File: src/rtl/comb_event_buffer.sv
// Ping-pong event buffer; optional out_wcount port under COMB_EVENT_BUFFER_WCOUNT_EN.
// Latency: first word is presented one cycle after done_read. Full throughput on the drain.
// Backpressure: in_ready drops while the write bank is full; output holds while out_ready is low.
module comb_event_buffer #(
    parameter int DATA_W = 32,
    parameter int ADDR_W = 6
) (
    input  logic              clock,
    input  logic              reset,
    input  logic [DATA_W-1:0] in_data,
    input  logic              in_valid,
    input  logic              in_eoe,
    output logic              in_ready,
    input  logic              input_enable_1,
    input  logic              input_enable_2,
    input  logic              output_enable_1,
    input  logic              output_enable_2,
    output logic              done_read,
    output logic              done_write,
    output logic [DATA_W-1:0] out_data,
    output logic              out_valid,
    output logic              out_last,
    input  logic              out_ready,
`ifdef COMB_EVENT_BUFFER_WCOUNT_EN
    output logic [ADDR_W:0]   out_wcount,
`endif
    output logic              overflow
);

    localparam int DEPTH = 2 ** ADDR_W;
    localparam logic [ADDR_W:0] DEPTH_L = DEPTH;
    localparam logic [ADDR_W:0] LEN_ONE = 1;

    logic [DATA_W-1:0] mem [2*DEPTH];
    logic [1:0]        full;
    logic [ADDR_W:0]   len [2];
    logic [ADDR_W:0]   wptr;
    logic [ADDR_W:0]   rptr;
    logic              w_bank;
    logic              r_sel;
    logic              rd_bank;
    logic              wr_acc;
    logic              wr_mem;
    logic              unused_enables;

    // Bank 1 wins when both enables are high; the *_2 selects are implied.
    assign w_bank         = !input_enable_1;
    assign r_sel          = !output_enable_1;
    assign unused_enables = input_enable_2 ^ output_enable_2;

    assign in_ready = !full[w_bank];
    assign wr_acc   = in_valid && in_ready;
    assign wr_mem   = wr_acc && (wptr != DEPTH_L);

`ifdef COMB_EVENT_BUFFER_WCOUNT_EN
    assign out_wcount = out_valid ? len[rd_bank] : '0;
`endif

    // Storage is deliberately left out of reset so it maps onto RAM.
    always_ff @(posedge clock) begin
        if (wr_mem) begin
            mem[{w_bank, wptr[ADDR_W-1:0]}] <= in_data;
        end
    end

    always_ff @(posedge clock) begin
        if (reset) begin
            full       <= '0;
            len[0]     <= '0;
            len[1]     <= '0;
            wptr       <= '0;
            rptr       <= '0;
            rd_bank    <= 1'b0;
            done_read  <= 1'b0;
            done_write <= 1'b0;
            out_valid  <= 1'b0;
            out_last   <= 1'b0;
            out_data   <= '0;
            overflow   <= 1'b0;
        end else begin
            done_read  <= 1'b0;
            done_write <= 1'b0;

            if (wr_acc) begin
                if (wptr == DEPTH_L) begin
                    overflow <= 1'b1;
                end else begin
                    wptr <= wptr + 1'b1;
                end
                if (in_eoe) begin
                    full[w_bank] <= 1'b1;
                    len[w_bank]  <= (wptr == DEPTH_L) ? DEPTH_L : wptr + 1'b1;
                    wptr         <= '0;
                    done_read    <= 1'b1;
                end
            end

            // A bank being read is always full, so the write above never
            // targets the bank whose flag is cleared here.
            if (!out_valid) begin
                if (full[r_sel]) begin
                    rd_bank   <= r_sel;
                    out_data  <= mem[{r_sel, {ADDR_W{1'b0}}}];
                    out_last  <= (len[r_sel] == LEN_ONE);
                    out_valid <= 1'b1;
                    rptr      <= LEN_ONE;
                end
            end else if (out_ready) begin
                if (out_last) begin
                    full[rd_bank] <= 1'b0;
                    rptr          <= '0;
                    out_valid     <= 1'b0;
                    out_last      <= 1'b0;
                    done_write    <= 1'b1;
                end else begin
                    out_data <= mem[{rd_bank, rptr[ADDR_W-1:0]}];
                    out_last <= (rptr == len[rd_bank] - 1'b1);
                    rptr     <= rptr + 1'b1;
                end
            end
        end
    end

endmodule
File: config.mk
export PLATFORM = sky130hd
export DESIGN_NAME = comb_event_buffer
export DESIGN_NICKNAME = d
export VERILOG_FILES = /design/src/rtl/comb_event_buffer.sv
export SDC_FILE = /design/constraint.sdc
export NUM_CORES = 2
export LEC_CHECK = 0
export CAP_MARGIN = 0
export CELL_PAD_IN_SITES_DETAIL_PLACEMENT = 1
export CELL_PAD_IN_SITES_GLOBAL_PLACEMENT = 1
export CORE_ASPECT_RATIO = 1.5
export CORE_MARGIN = 8
export CORE_UTILIZATION = 43
export CTS_BUF_LIST = sky130_fd_sc_hd__clkbuf_2
export DETAILED_ROUTE_END_ITERATION = 6
export DONT_BUFFER_PORTS = 1
export GPL_TIMING_DRIVEN = 0
export MAX_ROUTING_LAYER = met4
export PLACE_DENSITY = 0.64
export SLEW_MARGIN = 15
export SYNTH_ARGS = -nofsm -noshare
export SYNTH_HDL_FRONTEND = slang
export SYNTH_MEMORY_MAX_BITS = 65536
export SYNTH_SLANG_ARGS = --single-unit
File: constraint.sdc
create_clock -name clock -period 7.65 [get_ports clock]
set_input_delay 1.53 -clock clock [delete_from_list [all_inputs] [get_ports clock]]
set_output_delay 1.53 -clock clock [all_outputs]
set_load 0.005 [all_outputs]
==> results.sh <==
export IMPL_netlist_instances=7758
export IMPL_cts_sinks=4165
export IMPL_setup_violations=0
export IMPL_core_area_mm2=0.371
export IMPL_vias=86482
export IMPL_first_pass_iters=5
export IMPL_rows=274
export IMPL_fin_area_mm2=0.181
export IMPL_die_x_um=514
export IMPL_max_cap_violations=0
export IMPL_p_comb_share_pct=4.8
export IMPL_hold_ws_ps=266
export IMPL_cp_required_ps=9300
export IMPL_post_cts_buffers=0
export IMPL_gp_congestion=0.921
export IMPL_syn_avg_cell_area_um2=20.7
export IMPL_synth_top_family_by_area="multiplexers"
export IMPL_antenna_found_initial=42
export IMPL_finalNetCount=8975
export IMPL_hp_class="in2reg"
export IMPL_yosys_area_share_simple_pct=2.53
export IMPL_yosys_warnings=0
export IMPL_fin_skew_ps=267
export IMPL_synth_xor_area_share_pct=0.0820
export IMPL_grt_max_degree=129
export IMPL_timing_rr_start="full[0]$_SDFF_PP0_"
export IMPL_yosysUniqueCellTypes=62
export IMPL_tns_ps=0
export IMPL_synthMuxAreaShare_pct=15.0
export IMPL_synthFlopType="edfxtp_1"
export IMPL_grt_overflow=0
export IMPL_hold_violations=0
export IMPL_cts_hold_buf=75
export IMPL_leakagePower_nw=56.1
export IMPL_period_needed_ps=5630
export IMPL_htreeDepth=6
export IMPL_power_density_mw_per_mm2=226
export IMPL_die_h_um=764
export IMPL_seq_area_mm2=0.125
export IMPL_post_cts_resized=0
export IMPL_area_growth_pct=13.1
export IMPL_vias_per_cell=5.89
export IMPL_cts_tree="built"
export IMPL_min_delay_start="output_enable_1"
export IMPL_p_sw_share_pct=25.3
export IMPL_ir_drop_mv=0.158
export IMPL_switchingPower_mw=10.3
export IMPL_power_frac_seq_pct=61.4
export IMPL_final_common_cell="edfxtp_1"
export IMPL_rsz0062_at_grt="no"
export IMPL_wl_per_cell_um=36.1
export IMPL_io_buffers=0
export IMPL_drive_above_1_share_pct=29.2
export IMPL_worst_pin_slew_ps=1270
export IMPL_cts_made_buffers=913
export IMPL_synth_nets=7803
export IMPL_synth_seq_cells=4165
export IMPL_drt_iter0_drc=9384
export IMPL_die_area_mm2=0.393
export IMPL_maxSlewViolCount=0
export IMPL_synthArstFlopShare_pct=0
export IMPL_fin_crit_sh_pct=73.6
export IMPL_p_clk_share_pct=33.8
export IMPL_pin_count=79
export IMPL_finalPower_mw=41.0
export IMPL_max_clock_path_buffers=4
export IMPL_dp_hpwl_mm=356
export IMPL_ant_nets=0
export IMPL_synth_edff_count=4110
export IMPL_synth_compound_area_share_pct=3.12
export IMPL_synth_seq_area_share_pct=77.7
export IMPL_relSlewSlack_pct=14.4
export IMPL_place_area_mm2=0.172
export IMPL_synth_fa_ha_area_share_pct=0.0312
export IMPL_grt_pass1_wl_mm=722
export IMPL_fillers=34329
export IMPL_fin_ws_ps=2020
export IMPL_p_int_mw=30.6
export IMPL_pre_cts_ws_ps=1320
export IMPL_cp_start_kind="primary input"
export IMPL_arrival_ps=7280
export IMPL_start_util_pct=43.2
export IMPL_worstSetupEndpointType="flip-flop"
export IMPL_drt_wl_total_mm=530
export IMPL_track_usage_pct=27.1
export IMPL_cts_root_buf="clkbuf_2"
export IMPL_fmax_mhz=178
export IMPL_worstPathMaxFanout=17
export IMPL_clk_latency_ps=2170
export IMPL_crit_start="input_enable_1"
export IMPL_multiInputGateArea_mm2=0.0345
export IMPL_syn_area_mm2=0.160
export IMPL_drc_errors=0
export IMPL_clk_pin_slew_worst_paths_ps=130
export IMPL_final_cell_mix="edfxtp_1, clkbuf_2, mux2i_1"
export IMPL_status="finished, final reports clean"
export IMPL_critPathKind="in2reg"
export IMPL_grt_pass1_vias=90822
[synth_stat cells, drive strengths merged (52+ instances only)]
library cell  number  area share (%)
a22oi             92            0.43
nand3             84            0.27
a21oi             52            0.16
edfxtp          4110              77
nor4             100            0.39
a211oi            62            0.29
mux2i            806             5.0
nand2            148            0.35
mux4             672             9.4
nor2             341            0.80
o21ai             77            0.24
clkbuf           164            0.39
mux2              68            0.48
buf              282             1.2
o22ai            224            0.87
dfxtp             55            0.69
[final timing paths]
check | to | slack, ps | depth (start not counted)
setup reg to reg | mem[83][11]$_DFFE_PP_ | 2120 | 9
hold / removal | rptr[0]$_SDFFE_PP0P_ | 270 | 5
setup / recovery | mem[83][11]$_DFFE_PP_ | 2020 | 10
hold reg to reg | wptr[6]$_SDFFE_PP0P_ | 510 | 2
[cell families after synthesis]
kind of cell | count (synthesis)
flip-flops | 4165
multiplexers | 1546
AND/OR/NAND/NOR | 858
AO/OA/AOI/OAI | 717
buffers and inverters | 453
XOR/XNOR | 15
adder cells (fa/ha/maj) | 4
[metal layers]
metal	global-route usage, %	vias to the layer above	wire (µm)
met5	-	-	0
met4	16.9	0	39200
met3	5.05	1060	37300
met2	45.3	3962	268000
met1	30.2	46178	186000
li1	-	35282	-
[flip-flops by register name (all words and copies together), names as in the netlist, 2 cells and up, named ones only]
name      cells
out_data     32
mem        4096
len          14
wptr          7
full          2
rptr          7
[worst max-delay path, cell delays in order]
cell           delay, ps
dlygate4sd3_1        920
mux2i_2              860
and2_1               230
clkbuf_1             360
nand2_1              200
nor2_1               400
nand3_1              880
clkbuf_2             750
nor2_4               830
buf_16               250
[power groups by stage]
| stage | clock network [mW] | registers (mW) | logic (mW) |
|---|---|---|---|
| after floorplan | 0 | 25.6 | 0.897 |
| after global placement | 0 | 25.6 | 1.42 |
| after detailed placement | 0 | 25.6 | 1.47 |
| after CTS | 14.1 | 25.1 | 1.98 |
| after global routing | 15.1 | 25.1 | 2.03 |
| final | 13.8 | 25.1 | 1.98 |
[metrics by stage]
step / instances / utilization (%)
global placement: 12726 / 44.8
floorplan: 7758 / -
detailed placement: 12908 / 46.2
CTS: 14623 / 48.8
finish: 14677 / 48.8
global route: 14667 / 48.8
[area by class of cell]
type,instances,share of cell area [%]
sequential,4165,68.7
multi-input combinational,3140,19.0
clock buffer,1305,3.60
tap,4968,3.43
timing repair buffer,257,2.86
buffer,446,1.40
clock inverter,335,0.911
antenna,54,0.0745
inverter,7,0.0145
Power figures use the tool's default switching activity.
